<file path="config.mk">
export PLATFORM = sky130hd
export DESIGN_NAME = lcd_fill_rect
export DESIGN_NICKNAME = d
export VERILOG_FILES = /design/src/rtl/lcd_fill_rect.sv
export SDC_FILE = /design/constraint.sdc
export NUM_CORES = 1
export LEC_CHECK = 0
export BUFFER_PORTS_ARGS = -buffer_cell sky130_fd_sc_hd__buf_2
export CAP_MARGIN = 10
export CORE_MARGIN = 3
export CORE_UTILIZATION = 40
export CTS_CLUSTER_SIZE = 20
export DETAILED_ROUTE_END_ITERATION = 6
export GPL_ROUTABILITY_DRIVEN = 1
export PLACE_DENSITY = 0.63
export SLEW_MARGIN = 20
export SYNTH_ARGS = -nofsm -noshare
export SYNTH_HDL_FRONTEND = slang
export SYNTH_SLANG_ARGS = --single-unit
</file>
<file path="constraint.sdc">
create_clock -name sys_clk -period 4.8 [get_ports sys_clk]
set_clock_uncertainty 0.2 [all_clocks]
set_input_delay 0.24 -clock sys_clk [delete_from_list [all_inputs] [get_ports sys_clk]]
set_output_delay 0.24 -clock sys_clk [all_outputs]
set_load 0.02 [all_outputs]
</file>
<file path="src/rtl/lcd_fill_rect.sv">
// Rectangle fill sequencer for an ST77xx-style LCD: emits CASET/RASET/RAMWR and
// then one RGB565 pixel (two data bytes) per pixel, handshaking word by word with an SPI writer.
module lcd_fill_rect #(
    parameter logic [7:0] X_OFS = 8'd0,
    parameter logic [7:0] Y_OFS = 8'd0
) (
    input  logic        sys_clk,
    input  logic        sys_rst_n,
    input  logic        start,
    input  logic [7:0]  x_start,
    input  logic [7:0]  x_end,
    input  logic [7:0]  y_start,
    input  logic [7:0]  y_end,
    input  logic [15:0] color,
    input  logic        wr_done,
    output logic [8:0]  fill_data,
    output logic        en_write_fill,
    output logic        busy,
    output logic        fill_done,
    output logic        fill_err
);

    typedef enum logic [2:0] {
        IDLE   = 3'd0,
        SETUP  = 3'd1,
        PIX_HI = 3'd2,
        PIX_LO = 3'd3,
        WAIT   = 3'd4,
        DONE   = 3'd5
    } state_t;

    localparam logic [8:0] CMD_CASET = 9'h02A;
    localparam logic [8:0] CMD_RASET = 9'h02B;
    localparam logic [8:0] CMD_RAMWR = 9'h02C;
    localparam logic [8:0] DATA_ZERO = 9'h100;
    localparam logic [3:0] LAST_STEP = 4'd10;

    state_t      state_reg, state_next;
    state_t      sent_reg, sent_next;
    logic [3:0]  step_reg, step_next;
    logic [16:0] pix_cnt_reg, pix_cnt_next;
    logic [7:0]  xs_reg, xs_next;
    logic [7:0]  xe_reg, xe_next;
    logic [7:0]  ys_reg, ys_next;
    logic [7:0]  ye_reg, ye_next;
    logic [15:0] color_reg, color_next;
    logic [8:0]  data_reg, data_next;
    logic        err_reg, err_next;

    logic        rect_ok;
    logic [8:0]  width;
    logic [8:0]  height;
    logic [16:0] area;
    logic [3:0]  step_inc;
    logic [8:0]  next_setup_word;

    // 9-bit spans so a full 256-wide/high rectangle does not wrap to zero
    assign rect_ok  = (x_end >= x_start) && (y_end >= y_start);
    assign width    = {1'b0, x_end} - {1'b0, x_start} + 9'd1;
    assign height   = {1'b0, y_end} - {1'b0, y_start} + 9'd1;
    assign area     = 17'(width) * 17'(height);
    assign step_inc = step_reg + 4'd1;

    always_comb begin
        next_setup_word = CMD_RAMWR;
        case (step_inc)
            4'd1, 4'd3, 4'd6, 4'd8: next_setup_word = DATA_ZERO;
            4'd2:    next_setup_word = {1'b1, xs_reg + X_OFS};
            4'd4:    next_setup_word = {1'b1, xe_reg + X_OFS};
            4'd5:    next_setup_word = CMD_RASET;
            4'd7:    next_setup_word = {1'b1, ys_reg + Y_OFS};
            4'd9:    next_setup_word = {1'b1, ye_reg + Y_OFS};
            default: next_setup_word = CMD_RAMWR;
        endcase
    end

    always_ff @(posedge sys_clk or negedge sys_rst_n) begin
        if (!sys_rst_n) begin
            state_reg   <= IDLE;
            sent_reg    <= IDLE;
            step_reg    <= 4'd0;
            pix_cnt_reg <= 17'd0;
            xs_reg      <= 8'd0;
            xe_reg      <= 8'd0;
            ys_reg      <= 8'd0;
            ye_reg      <= 8'd0;
            color_reg   <= 16'd0;
            data_reg    <= 9'd0;
            err_reg     <= 1'b0;
        end else begin
            state_reg   <= state_next;
            sent_reg    <= sent_next;
            step_reg    <= step_next;
            pix_cnt_reg <= pix_cnt_next;
            xs_reg      <= xs_next;
            xe_reg      <= xe_next;
            ys_reg      <= ys_next;
            ye_reg      <= ye_next;
            color_reg   <= color_next;
            data_reg    <= data_next;
            err_reg     <= err_next;
        end
    end

    // The word to send is registered on the same edge that enters a sending state,
    // so each request follows the accepting edge (start or wr_done) by exactly one cycle.
    always_comb begin
        state_next    = state_reg;
        sent_next     = sent_reg;
        step_next     = step_reg;
        pix_cnt_next  = pix_cnt_reg;
        xs_next       = xs_reg;
        xe_next       = xe_reg;
        ys_next       = ys_reg;
        ye_next       = ye_reg;
        color_next    = color_reg;
        data_next     = data_reg;
        err_next      = 1'b0;
        en_write_fill = 1'b0;
        busy          = 1'b0;
        fill_done     = 1'b0;

        case (state_reg)
            IDLE: begin
                if (start) begin
                    if (rect_ok) begin
                        xs_next      = x_start;
                        xe_next      = x_end;
                        ys_next      = y_start;
                        ye_next      = y_end;
                        color_next   = color;
                        pix_cnt_next = area;
                        step_next    = 4'd0;
                        data_next    = CMD_CASET;
                        state_next   = SETUP;
                    end else begin
                        err_next = 1'b1;
                    end
                end
            end

            SETUP, PIX_HI, PIX_LO: begin
                en_write_fill = 1'b1;
                busy          = 1'b1;
                sent_next     = state_reg;
                state_next    = WAIT;
            end

            WAIT: begin
                busy = 1'b1;
                if (wr_done) begin
                    case (sent_reg)
                        SETUP: begin
                            if (step_reg == LAST_STEP) begin
                                data_next  = {1'b1, color_reg[15:8]};
                                state_next = PIX_HI;
                            end else begin
                                step_next  = step_inc;
                                data_next  = next_setup_word;
                                state_next = SETUP;
                            end
                        end
                        PIX_HI: begin
                            data_next  = {1'b1, color_reg[7:0]};
                            state_next = PIX_LO;
                        end
                        default: begin
                            pix_cnt_next = pix_cnt_reg - 17'd1;
                            if (pix_cnt_reg == 17'd1) begin
                                state_next = DONE;
                            end else begin
                                data_next  = {1'b1, color_reg[15:8]};
                                state_next = PIX_HI;
                            end
                        end
                    endcase
                end
            end

            DONE: begin
                fill_done  = 1'b1;
                state_next = IDLE;
            end

            default: state_next = IDLE;
        endcase
    end

    assign fill_data = data_reg;
    assign fill_err  = err_reg;

endmodule

</file>
Word level (Yosys, flattened, before mapping)
Index checks and enable logic that the tools add are counted.
{ "totals": {"ff_bits": 85, "in_bits": 52, "output_inout_bits": 13, "wordCells": 89} }
{ "classes": {"n_addsub": 6, "mul": 1, "magnitude_cmp": 2, "eq_ne": 25, "mux": 32, "reduce_logical": 12} }
{ "op_table": {"columns": ["cell", "count"], "rows": [
  ["2-to-1 mux 17 bit", 4],
  ["case mux 9 bit (6 select lines)", 1],
  ["2-to-1 mux 9 bit", 5],
  ["case mux 9 bit (2 select lines)", 2],
  ["case mux 17 bit (2 select lines)", 1],
  ["2-to-1 mux 4 bit", 5],
  ["adder 9 x 1 -> 9 bit (second input constant)", 2],
  ["subtractor 8 x 8 -> 9 bit", 2],
  ["== test 17 x 1 -> 1 bit (second input constant)", 1],
  ["multiplier 9 x 9 -> 17 bit", 1],
  ["subtractor 17 x 1 -> 17 bit (second input constant)", 1],
  ["== test 4 x 3 -> 1 bit (second input constant)", 4],
  ["greater-or-equal comparator 8 bit", 2],
  ["== test 4 bit (second input constant)", 3],
  ["2-to-1 mux 3 bit", 4],
  ["inequality test 2 bit (second input constant)", 6],
  ["AND reduction 5 bit", 2],
  ["== test 3 x 2 -> 1 bit (second input constant)", 3],
  ["case mux 3 bit (3 select lines)", 1],
  ["== test 4 x 2 -> 1 bit (second input constant)", 2],
  ["case mux 4 bit (2 select lines)", 1],
  ["OR reduction 4 bit", 2],
  ["== test 3 x 1 -> 1 bit (second input constant)", 2],
  ["== test 3 bit (second input constant)", 2],
  ["other kinds (13)", 19]
]} }

Logic depth before layout (Yosys ltp)
Gate-level depths: netlist of the first run.
{ "logic_depth": {"ltp_word": 8, "mapped_depth": 29, "mapped_depth_nobuf": 29} }

Worst setup path before layout of the first run
OpenSTA, ideal clock, no wires.
{ "synth_path": {"kind": "input-to-reg", "startpoint": "in y_start[1]", "endpoint": "reg pix_cnt_reg[16]", "arrival_time_ns": 6.049, "t_required_ns": 4.472, "path_slack_ns": -1.577, "path_stages": 28, "cell_sequence": "inv_1 -> ha_1 -> inv_1 -> ha_1 -> fa_1 -> nor2b_1 -> o21ai_0 -> nand2b_1 -> a21o_1 -> a21oi_1 -> xnor2_1 -> nand2b_1 -> fa_1 -> fa_1 -> inv_1 -> fa_1 -> inv_1 -> fa_1 -> inv_1 -> ha_1 -> o21ai_0 -> a21oi_1 -> or4_1 -> nand2_1 -> o221ai_1 -> a31oi_1 -> xnor2_1 -> o22ai_1"} }
{ "synth_between": {"elab_chain_cells": 6, "word_cells_on_any_way": 10, "classes_between": "add/sub (2); mul (1); order compare (1); eq/ne (1); mux (3); reduce/logical (2)"} }
{ "synth_rtl": {"columns": ["element", "line_no", "text"], "rows": [
  ["start: declaration", "12", "input logic [7:0] y_start,"],
  ["subtractor 8 x 8 -> 9 bit", "60", "assign height = {1'b0, y_end} - {1'b0, y_start} + 9'd1;"],
  ["adder 9 x 1 -> 9 bit", "60", null],
  ["multiplier 9 x 9 -> 17 bit", "61", "assign area = 17'(width) * 17'(height);"],
  ["2-to-1 mux 17 bit", "126", "if (rect_ok) begin"],
  ["2-to-1 mux 17 bit", "125", "if (start) begin"],
  ["case mux 17 bit (2 select lines)", "123", "case (state_reg)"],
  ["end signal: assignment", "94", "pix_cnt_reg <= pix_cnt_next;"],
  ["end: declaration", "41", "logic [16:0] pix_cnt_reg, pix_cnt_next;"]
]} }
Parallel ways exist; a longest one is shown, timed or not. The select of a mux whose other input is x is not followed.
A chain may end at the register's enable or synchronous reset.

Worst setup path after layout of the first run
{ "layout_path": {"startpoint": "in x_start[1]", "endpoint": "reg pix_cnt_reg[12]"} }
{ "layout_between": {"elab_chain_cells": 6, "word_cells_on_any_way": 10, "classes_between": "add/sub (2); mul (1); order compare (1); eq/ne (1); mux (3); reduce/logical (2)"} }
{ "layout_rtl": {"columns": ["element", "line_no", "text"], "rows": [
  ["start: declaration", "10", "input logic [7:0] x_start,"],
  ["subtractor 8 x 8 -> 9 bit", "59", "assign width = {1'b0, x_end} - {1'b0, x_start} + 9'd1;"],
  ["adder 9 x 1 -> 9 bit", "59", null],
  ["multiplier 9 x 9 -> 17 bit", "61", null],
  ["2-to-1 mux 17 bit", "126", null],
  ["2-to-1 mux 17 bit", "125", null],
  ["case mux 17 bit (2 select lines)", "123", null]
]} }
Parallel ways exist; a longest one is shown, timed or not. The select of a mux whose other input is x is not followed.

==> reports/summary.md, run 1 <==
The first global-routing pass estimated 35.6 mm of wire. For this run, global-route usage on met2 was measured as 34.9%. Count of yosys warnings during synthesis: 0. The clock passes through at most 2 buffers. The number of clock buffers added by TritonCTS is 9.

The worst min-delay path class is in2reg. After detailed placement, the total cell area comes to 9670 sq um. For the worst setup path, the data required time is 4.84 ns. Row generation in the floorplan step produced 51 rows. The worst setup path is launched from a primary input. After detailed routing, the number of remaining DRC violations is 0. In this run, synthesis inferred 0 flip-flops with an integrated enable. Count of port buffers added during placement: 64.

From synthesis to final layout, the design area changed by 36.0%. From bottom edge to top edge, the die measures 148 um. For the pin with the worst max-slew slack, the measured transition is 0.869 ns. Global routing finished with a remaining overflow of 0. The final reports fail on negative setup slack. The startpoint of the tightest hold check path was y_end[6]. The total area inside the core boundary comes to 19600 sq um. The average detailed-routed wire length per instance works out to 15.5 um.

The met1 track demand over resource in global routing is 26.0%. The number of hold violations in the final report came out at 0. The layer flagged by global routing as most heavily used is met2.

Once detail routing completed, the nets flagged for antenna violations numbered 0. In the global route stage, met3 resource usage came out at 3.13%. The start-to-end type of the worst setup path was in2reg. The finished cells cover 10900 sq um. The proportion of synthesized chip area in sequential cells was 26.6%. Setup slack on the worst flop-to-flop path: 1.37 ns. The worst-path maximum fanout is 4.

In this run the worst setup path begins at x_start[1]. For this design the top-level I/O count stands at 65. The run finished, with violations left. The logs give 0.180 GHz for the upper clock frequency limit and 0 for the number of max-capacitance violations reported. Routability-driven placement finished with a final weighted congestion of 0.916.

In the synthesized netlist the dominant register cell turns out to be dfrtp_1. Counting flops and latches in the post-synthesis netlist gives 85. The final setup violation count is 9, and the clock insertion delay at the later pin of the skew report is 0.35 ns. Initial standard-cell utilization of the core: 40.9%. The number of cells on the worst reg-to-reg path is 7, and the hold-critical path depth is 3. The logs give 0 for the max-slew violation total from the final report and 5850 sq um for the footprint of the multi-input gates.

In the synthesized netlist the async set-or-reset flop fraction comes to 100%. At the worst endpoint, the arrival time is 5.58 ns. The all-layer global routing usage was 20.1%. The pre-antenna-repair detailed-routing pass consisted of 5 iterations. For the total die area, the log shows 21800 sq um.

The path with the worst hold slack has its endpoint at ye_reg[6]. The final critical-path required period was 5.54 ns. The post-synthesis cell count was 880; the share of the clock period used by the worst path after layout was 115%. Clock-pin slew was measured on the worst setup and hold paths at 0.07 ns. The worst path setup slack after routing is -0.741 ns. The tools report the total wire length as 21.3 mm. In this run the critical register-to-register path is launched from pix_cnt_reg[8]. CTS built an H-tree with a depth of 3.

TritonCTS built the clock tree. The detailed router finished its first iteration with 292 violations. The capturing element type of the critical path was a register. Final layout net count: 1288. The synthesized netlist contains 54 unique library cells. A synthesized cell averages 9.10 sq um.

The cell sitting at the root of the clock tree is a clkbuf_16. The number of global-route vias before repair was 7168; the via count was 6988. Adding up every negative setup slack in the final design gives -5.32 ns. After filler insertion, the fill cell instance count of the layout stands at 1722. The critical register-to-register path endpoint was fill_data[8]. Setup repair after global routing could not meet its margin everywhere. The repair_antennas step left the layout with diodes totalling 0. The tools report the cell area after synthesis as 8010 sq um. Counting every sink on the clock net gives 85. Summing all flip-flop and latch instances after layout gives 2130 sq um.

The largest net degree at the start of global routing is 49. The number of antenna violations at the first check in global routing was 0. Once detailed placement completed, the half-perimeter wirelength came to 16.7 mm. Hold is met by 0.0318 ns. The number of nets in the synthesized netlist is 1066. Dividing the detail-routed via count by the number of cells gives 5.09. The register with the most flip-flops in the layout has 17 of them. The floorplan step set the die width to 148 um. The share of post-route cells with drive strength above 1 is 33.8%, and the worst-case headroom to the max-slew limit is 42.0%.
[metrics by stage]
stage | instances | util (%) | setup slack [ns]
3_3_place_gp | 1310 | 49.4 | -1.26
5_1_grt | 1372 | 55.6 | -1.01
2_1_floorplan | 880 | - | -1.08
3_5_place_dp | 1310 | 49.4 | -1.37
6_report | 1372 | 55.6 | -0.741
4_1_cts | 1369 | 54.8 | -0.809
[cell usage after synthesis, types with 6 or more instances]
master	count	area, sq um
a211o_1	6	52.6
ha_1	77	963
nand2b_1	29	181
and2_1	8	50.1
nor2b_1	6	37.5
a221oi_1	6	52.6
nand2_1	74	278
nor4_1	6	37.5
a21oi_1	51	255
nor3_1	11	55.1
nand3_1	10	50.1
mux2_2	50	563
o21ai_0	45	225
o21bai_1	7	52.6
xor2_1	12	105
a21o_1	6	45.0
nor2_1	73	274
xnor2_1	27	236
a31oi_1	8	50.1
fa_1	57	1140
clkbuf_1	25	93.8
inv_1	124	465
a22oi_1	18	135
dfrtp_1	85	2130
o31ai_1	6	45.0
[worst max-delay path: stages]
cell and delay [ns]:
buf_8 0.10, inv_4 0.05, ha_4 0.19, inv_2 0.06
ha_4 0.13, inv_2 0.04, fa_2 0.36, o21bai_1 0.18
a21oi_2 0.09, buf_4 0.14, buf_4 0.12, buf_4 0.12
xnor2_1 0.16, buf_4 0.16, nor2_1 0.05, fa_1 0.54
fa_2 0.46, fa_1 0.48, inv_1 0.04, fa_1 0.49
inv_2 0.05, ha_4 0.17, or4_4 0.55, buf_6 0.14
a31oi_4 0.14, xnor2_2 0.09, a22oi_1 0.16, o21ai_1 0.07
[metal layers]
layer | vias to the layer above | wire, um
met3 | 35 | 842
met4 | 0 | 523
met2 | 150 | 10800
li1 | 3396 | -
met5 | - | 0
met1 | 3407 | 9080
[cell usage in the layout, fill, tap and decap left out, drive strengths merged, types with 3 or more instances in the layout]
master         n
and2           8
nor2b          6
a21boi         3
nand3         10
a221oi         6
xnor2         27
a31oi          8
a22oi         18
a21o           6
nor4           6
a21oi         51
nor3          11
dfrtp         85
o211ai         5
a211o          6
o31ai          6
nand2b        29
fa            57
mux2          51
dlygate4sd3   30
or4            4
inv          127
buf          209
o21a           3
nor2          73
nand3b         3
o21bai         7
o21ai         47
clkbuf        11
or2            5
nor3b          3
nand2         74
o22ai          3
ha            77
xor2          12
[logic make-up after synthesis]
family,share of synthesized area (%)
AOI/OAI and AO/OA,14.1
xor gates and xnor gates,4.26
adders and majority gates,26.3
buffers and inverters,7.28
DFF,26.6
muxes,7.34
and+or+nand+nor,14.2
[worst max-delay path by stage]
| stage | to | cells after the start | slack, ns |
|---|---|---|---|
| 5_1_grt | pix_cnt_reg[16] | 29 | -1.01 |
| 4_1_cts | pix_cnt_reg[16] | 27 | -0.81 |
| 2_1_floorplan | pix_cnt_reg[16] | 28 | -1.08 |
| 3_3_place_gp | pix_cnt_reg[16] | 27 | -1.26 |
| 6_report | pix_cnt_reg[12] | 28 | -0.74 |
| 3_5_place_dp | pix_cnt_reg[16] | 27 | -1.37 |
[what timing repair did]
| action | in CTS | in global routing |
|---|---|---|
| hold buffers | 30 | 0 |
| setup buffers | 15 | 6 |
| endpoints found under the hold margin | 66 | 0 |
| gates resized for setup | 69 | 27 |
| setup endpoints to repair | 11 | 11 |
| pin swaps | 72 | 46 |
[area by class of cell]
class / instances / area share [%]
Tap cell: 265 / 3.04
Multi-Input combinational cell: 643 / 53.7
Clock buffer: 11 / 2.32
Sequential cell: 85 / 19.5
Clock inverter: 5 / 0.815
Timing Repair Buffer: 239 / 16.2
Inverter: 124 / 4.36
Power of run 1 is not shown: default switching activity piles up to over one toggle a cycle in this logic, so the estimate is an artifact.
==> inputs of run 2 (changes only) <==
--- a/config.mk
+++ b/config.mk
@@ -12,6 +12,7 @@
 export CTS_CLUSTER_SIZE = 20
 export DETAILED_ROUTE_END_ITERATION = 6
 export GPL_ROUTABILITY_DRIVEN = 1
+export MAX_ROUTING_LAYER = met4
 export PLACE_DENSITY = 0.63
 export SLEW_MARGIN = 20
 export SYNTH_ARGS = -nofsm -noshare
==> constraint.sdc (replaced) <==
create_clock -name sys_clk -period 4.8 [get_ports sys_clk]
set_clock_uncertainty 0.2 [all_clocks]
set_input_delay 0 -clock sys_clk [delete_from_list [all_inputs] [get_ports sys_clk]]
set_output_delay 0 -clock sys_clk [all_outputs]
set_load 0.02 [all_outputs]
==> run 2 against run 1 <==
Against the previous run: the run still ends with negative setup slack left; worst setup slack better by 0.0035 ns; sequential share of layout area hardly changed; die area stayed put; first-iteration DRC count is 2.7% higher; cell count is 0.80% higher; register-to-register slack hardly changed; global-route usage is 0.78 points higher; worst hold slack better by 0.16 ns; critical endpoint is now pix_cnt_reg[16].
==> reports/summary.md, run 2 (synthesized netlist as in run 1, its figures left out) <==
The buffer levels on the longest clock path is 2. For this run the aggregate overflow at the end of global routing stands at 0. TritonCTS built the clock tree. The most numerous cell type found on the critical path is fa_1. Along the worst path, the maximum fanout reaches 4. The logs give 0 for the number of hold violations in the final report and 0.35 ns for the clock insertion delay at the later pin of the skew report. The total area inside the core boundary comes to 19600 sq um. Headroom to the max-slew limit came out at 22.6%. Global routing used 2.73% of the available met3 tracks. The element type at the critical path start was a primary input.

The tool flagged a number of max-cap violations equal to 0. The logs give 1747 for the number of filler instances in the final layout and -0.737 ns for the worst path setup slack after routing. The number of vias per cell was 5.09. The first global-routing pass estimated 35.9 mm of wire.

In the final layout, the share of cells above drive strength 1 is 30.5%. The register with the most flip-flops in the layout has 17 of them. The initial standard-cell utilization of the core is 40.9%, and the met2 capacity usage during global routing is 35.4%. The final layout net count was 1299. TritonCTS created 9 clock buffers. Compared with the post-synthesis result, the final layout area differs by 35.7%. The most common cell after layout, fill and taps aside is buf_4. The critical-path cell with the highest stage delay is fa_1.

After routing, the total negative slack on setup checks comes to -4.20 ns. Before antenna repair, the detailed router went through 5 iterations. From left edge to right edge, the die measures 148 um. The run finished, with violations left. The post-detailed-route count of antenna-violating nets was 0.

From bottom edge to top edge, the die measures 148 um. The critical path is of the in2reg type. The share of the clock period used by the worst path after layout came out at 115%.

Capturing element type of the critical path: a register. The tools report the largest net degree at the start of global routing as 47. The count of port buffers added during placement came out at 64. In the final routed layout, each cell accounts on average for 15.6 um.

The number of antenna violations at the first check in global routing was 0; the half-perimeter wire length after detailed placement was 16.7 mm. After global routing, the most crowded layer is met2. Global routing consumed, on the met1 layer, 26.0% of the routing resources. For the finished layout, the period the worst path requires is 5.54 ns.

Derived from the worst setup path, the maximum achievable clock frequency is 0.181 GHz. Setup repair after global routing could not meet its margin everywhere. After the first detailed-routing iteration, the DRC count stood at 300. The clock-pin slew on the worst setup and hold paths came out at 0.07 ns. The number of global-route vias before repair is 7210.

The root buffer cell is clkbuf_16. 65 I/O pins were placed. The checks that failed: negative setup slack. The logs give 7043 for the via count and 21.5 mm for the total wire length. The number of antenna diodes in the final layout is 0. The tightest min-delay check is of the in2reg type.

The clock net in this run drives a total of 85 sinks. The startpoint identified for the worst register-to-register timing path is pix_cnt_reg[8]. For the pin with the worst max-slew slack, the measured transition is 1.15 ns. The capturing instance or port of the critical path is pix_cnt_reg[16]. Setup violations remaining at the end of the flow were counted as 9. The weighted congestion at the end of routability-driven global placement was 0.901. STA puts the critical path data required time at 4.83 ns. Total die area: 21800 sq um.

The all-layer global routing usage came out at 20.9%. In this run the critical register-to-register path is captured at fill_data[8]. The number of H-tree levels came out at 3. Setup slack on the worst reg-to-reg path comes out at 1.36 ns. The number of core rows is 51, and the largest stage delay on the critical path is 0.57 ns. The max-slew violation total from the final report is 0, and the number of cells on the worst reg-to-reg path is 7.

The most critical setup path has its startpoint at y_start[2]. At the worst endpoint, the arrival time is 5.57 ns. The top cell types in the final layout, fill and taps aside, are 130 x buf_4, 113 x inv_1, 85 x dfrtp_1.

The tools report the DRC violation count after routing as 0.
==> run 2: cell types whose count changed in the layout (fill, tap and decap cells not counted), moves of 4 or more <==
cell	change
buf_4	-10
dlygate4sd3_1	+23
ha_1	+11
ha_4	-9
inv_1	+4
inv_2	-5
xnor2_1	-4
xnor2_2	+4
==> run 2: how the worst min path moves through the flow <==
stage | startpoint | to | slack, ns | depth (start not counted)
finish | x_end[0] | pix_cnt_reg[0] | 0.19 | 5
global route | color[3] | color_reg[3] | 0.22 | 3
CTS | x_end[0] | pix_cnt_reg[0] | 0.17 | 5
detailed placement | sys_rst_n | pix_cnt_reg[12] | -0.20 | 1
global placement | sys_rst_n | pix_cnt_reg[12] | -0.20 | 1
floorplan | sys_rst_n | color_reg[0] | -0.50 | 0
==> run 2: what timing repair did <==
item,4_1_cts,5_1_grt
endpoints found under the hold margin,92,0
gates resized for setup,41,31
setup endpoints to repair,9,11
pin swaps,32,44
hold buffers,53,0
buffers inserted,9,6
cloned,0,0
==> run 2: critical path: cells and delay by family <==
kind,cells,cell delay (ns)
xor+xnor,2,0.29
fa+ha+maj,7,2.92
compound gates,5,0.85
buf+inv,7,0.64
simple gates,4,0.87
==> run 2: cell type report <==
class,instances,area (sq um),share of cell area [%]
clock buffer,10,239,2.20
clock inverter,6,51.3,0.472
sequential,85,2130,19.6
inverter,124,478,4.40
timing repair buffer,250,1890,17.4
multi-input combinational,643,5750,52.9
tap,265,332,3.05
==> run 2: metrics by stage <==
stage                     setup slack [ns]  instances  cell area, sq um  util, %  hold WS (ns)
after floorplan                     -0.841        880              8160        -        -0.496
after global placement               -1.00       1301              9600     49.0        -0.199
after detailed placement             -1.09       1301              9600     49.0        -0.195
after CTS                           -0.614       1379             10700     54.5         0.165
after global routing                -0.918       1383             10900     55.5         0.217
final                               -0.737       1383             10900     55.5         0.195
==> run 2: routing by layer <==
layer  vias up  wire (um)
li1       3429          -
met1      3396       9320
met2       174      10800
met3        44        760
met4         0        653
met5         -          0
Power of run 2 is left out for the same reason.
==> inputs of run 3 (changes only) <==
--- a/config.mk
+++ b/config.mk
@@ -5,6 +5,7 @@
 export SDC_FILE = /design/constraint.sdc
 export NUM_CORES = 1
 export LEC_CHECK = 0
+export ABC_AREA = 1
 export BUFFER_PORTS_ARGS = -buffer_cell sky130_fd_sc_hd__buf_2
 export CAP_MARGIN = 10
 export CORE_MARGIN = 3
==> run 3 against run 2 <==
Against the previous run: the run still ends with negative setup slack left; clock-buffer cell count is 1 lower; maximum frequency rose by 5.3%; sequential cell count unchanged; worst setup slack improved by 0.28 ns; area after synthesis grew 3.7%; worst hold slack got worse by 0.032 ns; sequential share of layout area down 0.96 points; critical path type unchanged.
==> reports/summary.md, run 3 <==
The flow ran to the end, but the final reports show violations. The checks that failed: negative setup slack. The cell sitting at the root of the clock tree is a clkbuf_16.

After synthesis the cells add up to 8300 sq um. Counting distinct cell types in the post-synthesis netlist gives 43. The total area inside the core boundary comes to 20300 sq um.

Setup violations remaining at the end of the flow were counted as 9. For this design the top-level I/O count stands at 65. No sink is reached through more buffers than the 2 on the longest clock path. The min-delay analysis places its worst path in the category in2reg.

Yosys attributes the largest share of cell area to dfrtp_1 26%, fa_1 14%, nand2_1 13%. The startpoint of the worst register-to-register path was state_reg[0]. The final critical-path required period came out at 5.26 ns. At the later pin of the worst-skew pair, clock insertion delay measures 0.36 ns.

The TritonCTS buffer count is 9, and the all-layer global routing usage is 21.0%. In the layout the commonest cells are 280 x nand2_1, 206 x inv_1, 151 x buf_4. TritonCTS built the clock tree.

The primary flip-flop cell chosen by synthesis mapping was dfrtp_1. The die covers 22500 sq um. The tools report the count of yosys warnings during synthesis as 0.

The die extent in y is 150 um. The max-slew violation total from the final report came out at 0. The run gives 25.6% as the proportion of synthesized chip area in sequential cells. The first routing iteration left 353 violations. The cell count after synthesis came out at 1134.

CTS built an H-tree with a depth of 3. The commonest cells after synthesis are 295 x nand2_1, 228 x inv_1, 103 x nor2_1. The area share of the largest cell type after synthesis is 25.6%, and the clock-pin slew on the worst setup and hold paths is 0.08 ns. Number of antenna violations at the first check in global routing: 0. The hold-critical path depth is 6.

Timing would allow up to 0.190 GHz. The antenna diode instance count is 0, and the worst-path maximum fanout is 4. The total wire length is 22.2 mm. For this block, the via count after detailed routing is 7912. In this run the remaining antenna-violating nets after routing total 0. The capturing element type of the critical path was a register.

The synthesized design contains 85 register bits. The die is 150 um wide. The tools report the weighted congestion at the end of routability-driven global placement as 0.944. At the worst endpoint, the arrival time is 5.31 ns.

The number of hold violations in the final report was 0; the number of optimization iterations in the first detailed-route pass was 4. The critical-path cell with the highest stage delay was fa_1. The worst hold path begins at x_end[0]. Relative to the synthesized area, the layout overhead comes to 37.6%.

Setup repair after global routing could not meet its margin everywhere. The number of vias per cell was 4.74. Cells with a size suffix above 1 make up 26.7% of the layout. The final layout contains 1581 nets. Entering global routing, the biggest net connects 57 pins. On the worst path, the slowest cell contributes a delay of 0.49 ns. The count of port buffers added during placement works out to 64. For the number of nets produced by synthesis, the log shows 1320. Most instantiated library cell after synthesis: nand2_1.

Across all hold checks on the routed design, the worst slack comes to 0.163 ns. The logs give 7805 for the number of global-route vias before repair and 1900 for the number of filler instances in the final layout. For this configuration, the core starts out at a cell density of 40.9%. The register with the most flip-flops in the layout has 17 of them.

For the pin with the worst max-slew slack, the measured transition is 0.746 ns. After floorplanning, the core was divided into 52 placement rows. After legalization and detailed placement, the total HPWL measured 17.0 mm.

The number of cells on the worst reg-to-reg path was 11. The TritonCTS sink count came out at 85. The tools report the element type at the critical path start as a primary input. The logs give 4.85 ns for the required time of the worst setup path and -0.460 ns for the worst path setup slack after routing. The critical path is of the in2reg type.

The overall overflow remaining after global route is 0, and the worst-case headroom to the max-slew limit is 50.2%. The share of the clock period used by the worst path after layout is 110%, and the count of flip-flops with a built-in enable after synthesis is 0. The first global-routing pass estimated 37.1 mm of wire. Across all register-to-register paths, the minimum setup slack is 1.77 ns.

After synthesis, the share of flip-flops with an asynchronous set or reset is 100%. Max-cap violations in this run came to 0. dfrtp_1 takes more of the synthesized area than any other cell. The average detailed-routed wire length per instance is 13.3 um. The critical register-to-register path endpoint was fill_data[0]. The library cell used most frequently in the layout, excluding fill and tap cells, is nand2_1. For the DRC violation count after routing, the log shows 0.

Mean post-synth cell area: 7.32 sq um. The worst hold endpoint is pix_cnt_reg[0].
-- run 3: cell types whose count changed after synthesis, moves of 8 or more --
| cell | before | now |
|---|---|---|
| and2_1 | 8 | 0 |
| a21oi_1 | 51 | 24 |
| nand2_1 | 74 | 295 |
| inv_1 | 124 | 228 |
| nand4_1 | 1 | 15 |
| mux2_2 | 50 | 0 |
| o21ai_0 | 45 | 86 |
| clkbuf_1 | 25 | 11 |
| xnor2_1 | 27 | 5 |
| o21ai_2 | 2 | 11 |
| a22oi_1 | 18 | 0 |
| nand3_1 | 10 | 59 |
| nand2b_1 | 29 | 0 |
| nor2_1 | 73 | 103 |
-- run 3: per-layer routing --
metal	share of wire, %	global-route usage, %
met1	46	26.8
met2	49	35.3
met5	0	-
met3	3.0	2.30
met4	2.3	6.36
-- run 3: critical path, delay by kind of cell --
family                     cells  cell delay, ns
buffers and inverters          8            0.61
AOI/OAI and AO/OA              6            0.82
and+or+nand+nor               10            0.71
xor gates and xnor gates       1            0.21
adders and majority gates      8            2.97
-- run 3: how the worst max path moves through the flow --
stage,to,slack [ns],from,cells after the start
global route,pix_cnt_reg[14],-0.70,y_start[1],33
global placement,pix_cnt_reg[14],-0.82,y_start[1],31
finish,pix_cnt_reg[14],-0.46,y_start[1],33
floorplan,pix_cnt_reg[14],-0.41,y_start[1],30
CTS,pix_cnt_reg[14],-0.35,y_start[1],30
detailed placement,pix_cnt_reg[14],-0.92,y_start[1],31
-- run 3: cells by family after synthesis --
family,count (synthesis),share of synthesized area [%]
compound gates,145,10.1
xor+xnor,17,1.88
fa+ha+maj,134,25.3
buf+inv,255,11.9
flops,85,25.6
simple gates,498,25.2
-- run 3: metrics by stage --
stage	TNS (ns)	util (%)	setup WS [ns]	std cells	cell area [sq um]
2_1_floorplan	-2.36	-	-0.414	1134	8530
3_3_place_gp	-7.55	49.6	-0.824	1577	10100
3_5_place_dp	-8.30	49.6	-0.919	1577	10100
4_1_cts	-2.72	54.9	-0.351	1656	11100
5_1_grt	-5.96	56.3	-0.700	1670	11400
6_report	-3.42	56.3	-0.460	1670	11400
-- run 3: final cells by class --
class                      count  area (sq um)  share of cell area, %
clock inverter                 7          76.3                  0.668
timing repair buffer         270          2040                   17.9
tap                          270           338                   2.96
sequential                    85          2130                   18.6
inverter                     235           900                   7.87
multi-input combinational    794          5720                   50.0
clock buffer                   9           225                   1.97
-- run 3: timing repair --
item	CTS	global route
endpoints found under the hold margin	86	0
gates resized for setup	38	48
endpoints found under the setup margin	10	12
hold buffers	53	0
buffers inserted	10	14
pin swaps	48	52
Power of run 3 is left out for the same reason.
